===== src/rtl/transpose_stream.sv =====
// transpose_stream: streaming 8x8 transpose buffer for the JPEG 2-D DCT.
// Accepts one 8-element row per input handshake. Once a block is complete,
// it returns that block one 8-element column per output handshake.
//
// Ports:
//   clk, rst    - clock; asynchronous active-high reset
//   in_valid    - upstream row valid
//   in_ready    - write bank can take a row (registered state only)
//   in_data     - row, element c at [DW*(8-c)-1 : DW*(7-c)] (element 0 in MSBs)
//   out_valid   - read bank holds a complete block (registered state only)
//   out_ready   - downstream accepts the column
//   out_data    - column, element of row r at [DW*(r+1)-1 : DW*r] (row 0 in LSBs)
//   out_last    - column 7 of a block is presented
//   busy        - some row is stored and not yet fully drained
//
// Build option: define TRANSPOSE_PINGPONG_EN for two banks, so the next block
// fills while the previous one drains. Without it there is a single bank.
module transpose_stream #(
  parameter int unsigned DW = 12
) (
  input  logic            clk,
  input  logic            rst,
  input  logic            in_valid,
  output logic            in_ready,
  input  logic [8*DW-1:0] in_data,
  output logic            out_valid,
  input  logic            out_ready,
  output logic [8*DW-1:0] out_data,
  output logic            out_last,
  output logic            busy
);

`ifdef TRANSPOSE_PINGPONG_EN
  localparam int unsigned NB = 2;
`else
  localparam int unsigned NB = 1;
`endif

  typedef enum logic {
    BANK_EMPTY = 1'b0,
    BANK_FULL  = 1'b1
  } bank_state_e;

  typedef logic [8*DW-1:0] row_t;

  row_t        mem_q   [NB][8];
  row_t        mem_d   [NB][8];
  bank_state_e bank_q  [NB];
  bank_state_e bank_d  [NB];
  logic        wptr_q, wptr_d;
  logic        rptr_q, rptr_d;
  logic [2:0]  wcnt_q, wcnt_d;
  logic [2:0]  rcnt_q, rcnt_d;

  logic        in_fire;
  logic        out_fire;
  logic [2:0]  elem_sel;

  // Outputs depend only on registered state. Bank selection is done by
  // comparing against the pointer so the single-bank build needs no index.
  always_comb begin
    in_ready  = 1'b0;
    out_valid = 1'b0;
    busy      = (wcnt_q != 3'd0);
    out_data  = '0;
    elem_sel  = 3'd7 - rcnt_q;
    for (int unsigned b = 0; b < NB; b++) begin
      if (1'(b) == wptr_q && bank_q[b] == BANK_EMPTY) begin
        in_ready = 1'b1;
      end
      if (1'(b) == rptr_q && bank_q[b] == BANK_FULL) begin
        out_valid = 1'b1;
        for (int unsigned r = 0; r < 8; r++) begin
          out_data[DW*r +: DW] = mem_q[b][r][DW*elem_sel +: DW];
        end
      end
      if (bank_q[b] == BANK_FULL) begin
        busy = 1'b1;
      end
    end
    out_last = out_valid && (rcnt_q == 3'd7);
  end

  always_comb begin
    mem_d    = mem_q;
    bank_d   = bank_q;
    wptr_d   = wptr_q;
    rptr_d   = rptr_q;
    wcnt_d   = wcnt_q;
    rcnt_d   = rcnt_q;
    in_fire  = in_valid && in_ready;
    out_fire = out_valid && out_ready;

    for (int unsigned b = 0; b < NB; b++) begin
      if (in_fire && 1'(b) == wptr_q) begin
        mem_d[b][wcnt_q] = in_data;
        if (wcnt_q == 3'd7) begin
          bank_d[b] = BANK_FULL;
        end
      end
      if (out_fire && 1'(b) == rptr_q && rcnt_q == 3'd7) begin
        bank_d[b] = BANK_EMPTY;
      end
    end

    if (in_fire) begin
      wcnt_d = wcnt_q + 3'd1;
`ifdef TRANSPOSE_PINGPONG_EN
      if (wcnt_q == 3'd7) begin
        wptr_d = ~wptr_q;
      end
`endif
    end

    if (out_fire) begin
      rcnt_d = rcnt_q + 3'd1;
`ifdef TRANSPOSE_PINGPONG_EN
      if (rcnt_q == 3'd7) begin
        rptr_d = ~rptr_q;
      end
`endif
    end
  end

  always_ff @(posedge clk or posedge rst) begin
    if (rst) begin
      for (int unsigned b = 0; b < NB; b++) begin
        bank_q[b] <= BANK_EMPTY;
        for (int unsigned r = 0; r < 8; r++) begin
          mem_q[b][r] <= '0;
        end
      end
      wptr_q <= 1'b0;
      rptr_q <= 1'b0;
      wcnt_q <= '0;
      rcnt_q <= '0;
    end else begin
      mem_q  <= mem_d;
      bank_q <= bank_d;
      wptr_q <= wptr_d;
      rptr_q <= rptr_d;
      wcnt_q <= wcnt_d;
      rcnt_q <= rcnt_d;
    end
  end

endmodule


===== config.mk =====
export PLATFORM = sky130hd
export DESIGN_NAME = transpose_stream
export DESIGN_NICKNAME = d
export VERILOG_FILES = /design/src/rtl/transpose_stream.sv
export SDC_FILE = /design/constraint.sdc
export NUM_CORES = 1
export LEC_CHECK = 0
export BUFFER_PORTS_ARGS = -buffer_cell sky130_fd_sc_hd__buf_2
export CORE_MARGIN = 2
export CORE_UTILIZATION = 46
export DETAILED_ROUTE_END_ITERATION = 8
export SYNTH_ARGS = -nofsm -noshare
export SYNTH_HDL_FRONTEND = slang
export SYNTH_SLANG_ARGS = --single-unit

===== constraint.sdc =====
create_clock -name clk -period 30.8 [get_ports clk]
set_input_delay 6.16 -clock clk [delete_from_list [all_inputs] [get_ports clk]]
set_output_delay 6.16 -clock clk [all_outputs]
set_load 0.01 [all_outputs]

==> results of run 1 <==
-- power by group --
| part | internal, mW | leakage [nW] | switching, mW |
|---|---|---|---|
| registers | 1.52 | 9.54 | 0.287 |
| clock network | 0.652 | 1.48 | 0.426 |
| logic | 0.981 | 6.55 | 0.918 |
-- flip-flops by register name (all words and copies together) (netlist names) --
name,count
wcnt_q,3
rcnt_q,3
bank_q,1
mem_q,768
-- Yosys cell counts, types with 5 or more instances --
master	instances	area, µm²
mux2_2	757	8520
dfrtp_1	775	19400
mux2i_1	96	961
ha_1	5	62.6
buf_1	17	63.8
clkbuf_1	18	67.6
buf_4	13	97.6
mux2_1	14	158
buf_2	89	445
mux4_2	192	4320
nor2_1	97	364
buf_6	9	101
-- layout make-up --
| type | count | area share (%) |
|---|---|---|
| timing repair buffer | 226 | 3.13 |
| sequential | 775 | 49.1 |
| clock buffer | 130 | 6.48 |
| multi-input combinational | 1181 | 37.0 |
| antenna | 7 | 0.0443 |
| tap | 969 | 3.07 |
| clock inverter | 30 | 1.10 |
| inverter | 4 | 0.0633 |
-- cells by family after synthesis --
family                     Yosys count  synth area share (%)
xor gates and xnor gates             2                0.0504
buffers and inverters              150                  2.28
adders and majority gates            5                 0.180
DFF                                775                  55.8
muxes                             1059                  40.2
AOI/OAI and AO/OA                    3                0.0432
and+or+nand+nor                    112                  1.44
-- metrics by stage --
stage | std cells | hold WS, ps | utilization [%] | setup WS [ps]
detailed placement | 3155 | 471 | 48.9 | 20140
global route | 3318 | 492 | 53.0 | 19130
global placement | 3155 | 463 | 48.9 | 20160
finish | 3322 | 483 | 53.0 | 19630
CTS | 3315 | 483 | 53.0 | 19440
floorplan | 2106 | 452 | - | 2880
-- worst paths after layout --
path | to | slack, ps | depth (start not counted)
setup reg to reg | mem_q[389] | 27830 | 4
hold / removal | mem_q[131] | 480 | 1
max in group asynchronous | mem_q[532] | 21660 | 5
setup / recovery | out_data[85] | 19630 | 6
hold reg to reg | mem_q[131] | 480 | 1
min in group asynchronous | mem_q[231] | 5580 | 2
-- cell usage in the layout (no fill, tap or decap), types with 2 or more instances in the layout --
master	instances
dfrtp_1	772
mux2_2	757
buf_2	199
mux4_2	192
nor2_1	97
mux2i_1	96
clkbuf_16	89
buf_4	24
clkbuf_1	23
clkbuf_8	18
clkinv_2	16
mux2_1	14
bufinv_16	9
diode_2	7
ha_1	5
clkinv_8	4
nand3_4	3
nor3_4	3
buf_12	3
dfrtp_4	3
inv_2	2
nand2_1	2
xnor2_1	2
a21oi_1	2
-- layer usage --
layer | global-route usage, % | vias up
met2 | 40.7 | 606
met4 | 8.31 | 10
met5 | 0 | -
li1 | - | 8202
met3 | 8.89 | 154
met1 | 38.4 | 10800
==> metrics.txt, run 1 <==
Required @ worst endpoint 24640 ps; Placer Congestion 0.811; count of cells resized by post-cts repair 0; start of the worst register-to-register path wcnt_q[2]; number of enable flip-flop cells after synthesis 0; crit-path cells buf_4 -> buf_4 -> mux4_2 -> mux2i_1 -> nor2_1 -> buf_2; pin count of the biggest net entering global routing 159; fraction of layout instances using a drive strength above 1 56.6%; metal2 WL 46900 µm; measured slew at the worst slew-check pin 1270 ps; power density relative to cell area 121 mW/mm²; crit path time final 11170 ps; post-route design area 0.0395 mm²; total global routing track utilization 27.3%; CP Launch Point rcnt_q[1]; number of clock buffers inserted by TritonCTS 87; total core area 0.0746 mm²; CTS Hold Bufs 0; clk sink count 775; most frequently used flop master after synthesis dfrtp_1; top layer used by detailed routing met5; synthesis-to-layout area growth 13.7%; maximum capacitance violations 0; number of nets produced by synthesis 2211; outcome finished clean; final max-slew violation count 0; Hold Violations, Final 0; Tcrit/Tclk final 36.3%; LEAKAGE 17.6 nW; DRC viols 0; vias per cell 5.96; width of the die 279 µm; HP Class reg -> reg; critical path buffer and inverter count 3; post-CTS setup-driven buffer insertion count 0; via total after detailed routing 19.8k; clock transition time at the flip-flop clock pins of the worst setup and hold paths 60 ps; total power draw 4.78 mW; iteration count of the initial detailed-routing pass 5; nets@finish 2380; setup TNS 0 ps; maximum root-to-sink buffer count 3; Final Skew 14.4 ps; remaining number of nets flagged by the antenna check after routing 0; die boundary height 279 µm; register cell area after layout 0.0194 mm²; number of DRC violations after detailed-routing iteration 0 1367; initial standard-cell utilization of the core 46.6%; Met1 Wirelength 44800 µm; global-route wire length before repair 151000 µm; Critical Path AT 5010 ps; register bit total from synthesis 775; Post-Syn Instances 2106; FMAX 89.5 MHz; Critical Path Fanout Max 44; insertion delay of the later-clocked pin in the worst-skew pair 640 ps; crit-path most repeated cell buf_4; post-synthesis async set-or-reset flop share 100%; Worst setup SP type flip-flop; count of warnings emitted by yosys 0; setup repair after global routing missed its margin no; Routed met3 length 9450 µm; max incr delay on CP 1080 ps; total of buffers placed on input and output ports 199; vias in the first global route 20.7k; Post-Synthesis Cell Area 0.0347 mm²; sum of routed wire length over all layers 104000 µm; Synth Area per Inst 16.5 µm²; Placement Cell Area 0.0365 mm²; number of core rows 100; die area 0.0778 mm²; Setup violations, final 0; largest vdd supply drop 0.0641 mV; antenna violations before repair 36; family of cells with the greatest summed delay on the critical path buffers and inverters; count of fill cells added during filler insertion 6145; slowest CP cell dfrtp_4; multi-input logic area 0.0146 mm²; TritonCTS clock tree done; HPWL Detailed 69100 µm; worst rel slew slack 15.3%; Yosys cell types 26; startpoint of the most critical hold path mem_q[131]; number of ports placed on the die boundary 200; Clk Tree Root Cell clkbuf_16; sequential area share after synthesis 55.8%; Congestion Overflow GR 0; wire per inst 31.4 µm; Critical Setup Path Class reg -> out; number of levels in the clock H-tree 3; crit path capture type output port
(Power assumes the default switching activity.)
==> run 2, diff against run 1 <==
==> constraint.sdc (replaced) <==
create_clock -name clk -period 10.9 [get_ports clk]
set_input_delay 2.18 -clock clk [delete_from_list [all_inputs] [get_ports clk]]
set_output_delay 2.18 -clock clk [all_outputs]
set_load 0.01 [all_outputs]
==> metrics.txt, run 2 (synthesis results as in run 1) <==
outcome finished clean; number of clock buffers inserted by TritonCTS 85 (-2.3%); worst rel slew slack 26.4% (+11 points); DRC viols 0 (unchanged); worst min-delay path endpoint mem_q[131]; proportion of power drawn by flip-flops and latches 38.0% (+0.3 points); crit-path cells buf_4 -> mux4_2 -> mux2i_1 -> nor2_1 -> buf_2; Hold Crit Depth 1 (unchanged); Setup violations, final 0 (unchanged); die boundary height 279 µm (unchanged); number of levels in the clock H-tree 3 (unchanged); vias per cell 6.01 (+0.84%); Clk Tree Root Cell clkbuf_16; antenna violations before repair 36 (unchanged); die area 0.0778 mm² (unchanged); initial standard-cell utilization of the core 46.6% (unchanged); number of ports placed on the die boundary 200 (unchanged); remaining number of nets flagged by the antenna check after routing 0 (unchanged); via total after detailed routing 19.9k (+0.66%); clock transition time at the flip-flop clock pins of the worst setup and hold paths 60 ps (about the same); Switching Share 34.0% (-0.17 points); clk sink count 775 (unchanged); most common cell after layout, fill and taps aside dfrtp_1; maximum root-to-sink buffer count 3 (unchanged); vias in the first global route 20.9k (+0.98%); global-route wire length before repair 151000 µm (-0.14%); pin count of the biggest net entering global routing 185 (+16%); insertion delay of the later-clocked pin in the worst-skew pair 640 ps (about the same); largest register by flop count mem_q; WP depth 5 (-1); slowest CP cell buf_4; Hold Violations, Final 0 (unchanged); startpoint of the most critical hold path mem_q[131]; Final Skew 18.0 ps (+3.69 ps); number of core rows 100 (unchanged); Required @ worst endpoint 8720 ps (-15920 ps); net switching power 4.50 mW (+180%); part of the total power dissipated in the clock network 21.6% (-1.0 points); Placement Cell Area 0.0365 mm² (about the same); maximum capacitance violations 0 (unchanged); total of buffers placed on input and output ports 199 (unchanged); FF-to-FF path depth 4 (unchanged); Congestion Overflow GR 0 (unchanged); Placer Congestion 0.781 (-3.7%); HPWL Detailed 69000 µm (-0.18%); crit path capture type output port; family of cells with the greatest summed delay on the critical path multiplexers; iteration count of the initial detailed-routing pass 5 (unchanged); total power draw 13.2 mW (+180%); Critical Setup Path Class reg -> out; worst slack after detailed placement 5310 ps (-14830 ps); wire per inst 31.4 µm (+0.15%); endpoint of the lowest-slack register-to-register path mem_q[479]; nets@finish 2376 (-0.17%); Critical Path AT 3960 ps (-1050 ps); Critical Path Fanout Max 47 (+6.8%); HP Class reg -> reg; Tcrit/Tclk final 56.3%; logic gate share of total power 40.3% (+0.6 points); sum of routed wire length over all layers 104000 µm (about the same); FMAX 163 MHz; setup repair after global routing missed its margin no; final max-slew violation count 0 (unchanged); number of DRC violations after detailed-routing iteration 0 1415 (+3.5%); measured slew at the worst slew-check pin 1100 ps (-167 ps); Worst setup SP type flip-flop; Worst Setup Slack, final 4760 ps (-14860 ps); synthesis-to-layout area growth 13.1%; width of the die 279 µm (unchanged); total global routing track utilization 27.2% (-0.11 points); largest vdd supply drop 0.230 mV (+260%); post-route design area 0.0393 mm² (-0.49%); leading registers by flop count mem_q: 768 flops, rcnt_q: 3 flops, wcnt_q: 3 flops; crit path time final 6140 ps; minimum setup slack among reg-to-reg paths 7930 ps (-19900 ps); critical path buffer and inverter count 2 (-1); internal power of the cells 8.74 mW (+180%); start of the worst register-to-register path wcnt_q[2]; power density relative to cell area 337 mW/mm² (+180%); CTS Hold Bufs 0 (unchanged); leading cell types in the layout, fill and taps excluded dfrtp_1 (772), mux2_2 (757), buf_2 (199), mux4_2 (192), nor2_1 (97); total core area 0.0746 mm² (unchanged); fraction of layout instances using a drive strength above 1 56.6% (-0.081 points); post-CTS setup-driven buffer insertion count 0 (unchanged); number of flip-flops under the largest register name 768 (unchanged); TritonCTS clock tree done; count of cells resized by post-cts repair 0 (unchanged); LEAKAGE 17.5 nW (-0.57%); max incr delay on CP 870 ps (-210 ps)
## run 2: final cells by class
| type | instances | area (µm²) |
|---|---|---|
| multi-input cells | 1181 | 14600 |
| well taps | 969 | 1210 |
| diodes | 10 | 25.0 |
| flip-flops and latches | 775 | 19400 |
| inverters | 4 | 21.3 |
| repair buffers | 224 | 1260 |
| fillers | 6139 | 35300 |
| clock buffers | 129 | 2560 |
| clock inverters | 24 | 221 |
## run 2: routing by layer
| layer | wire [µm] | vias to the layer above | track usage, % |
|---|---|---|---|
| li1 | - | 8172 | - |
| met1 | 45500 | 11000 | 38.7 |
| met2 | 46900 | 609 | 40.8 |
| met3 | 8180 | 156 | 7.28 |
| met4 | 3650 | 4 | 9.15 |
| met5 | 24 | - | 0 |
## run 2: power groups by stage
stage / registers (mW) / clock network (mW) / logic (mW)
after floorplan: 4.79 / 0 / 3.78
after global placement: 4.98 / 0 / 5.30
after detailed placement: 5.08 / 0 / 5.39
after CTS: 5.04 / 2.92 / 5.40
after global routing: 5.21 / 3.04 / 5.69
final: 5.04 / 2.86 / 5.34
## run 2: worst reg2reg max path: cells and delay by family, from the launching register on
family | cells | cell delay (ps)
flops | 1 | 500
mux | 1 | 490
buf+inv | 1 | 740
simple gates | 2 | 1130
## run 2: metrics by stage
stage | instances | hold WS [ps] | setup TNS (ps) | utilization [%]
after floorplan | 2106 | 452 | -1481060 | -
after global placement | 3153 | 462 | 0 | 49.0
after detailed placement | 3153 | 474 | 0 | 49.0
after CTS | 3306 | 486 | 0 | 52.7
after global routing | 3314 | 500 | 0 | 52.7
final | 3316 | 485 | 0 | 52.7
## run 2: how the worst max path moves through the flow
stage / from / endpoint / slack [ps]
after floorplan: rst / bank_q / -1910
after global placement: rcnt_q[1] / out_data[61] / 5330
after detailed placement: rcnt_q[1] / out_data[61] / 5310
after CTS: rcnt_q[1] / out_data[61] / 4620
after global routing: rcnt_q[1] / out_data[85] / 4470
final: rcnt_q[1] / out_data[61] / 4760
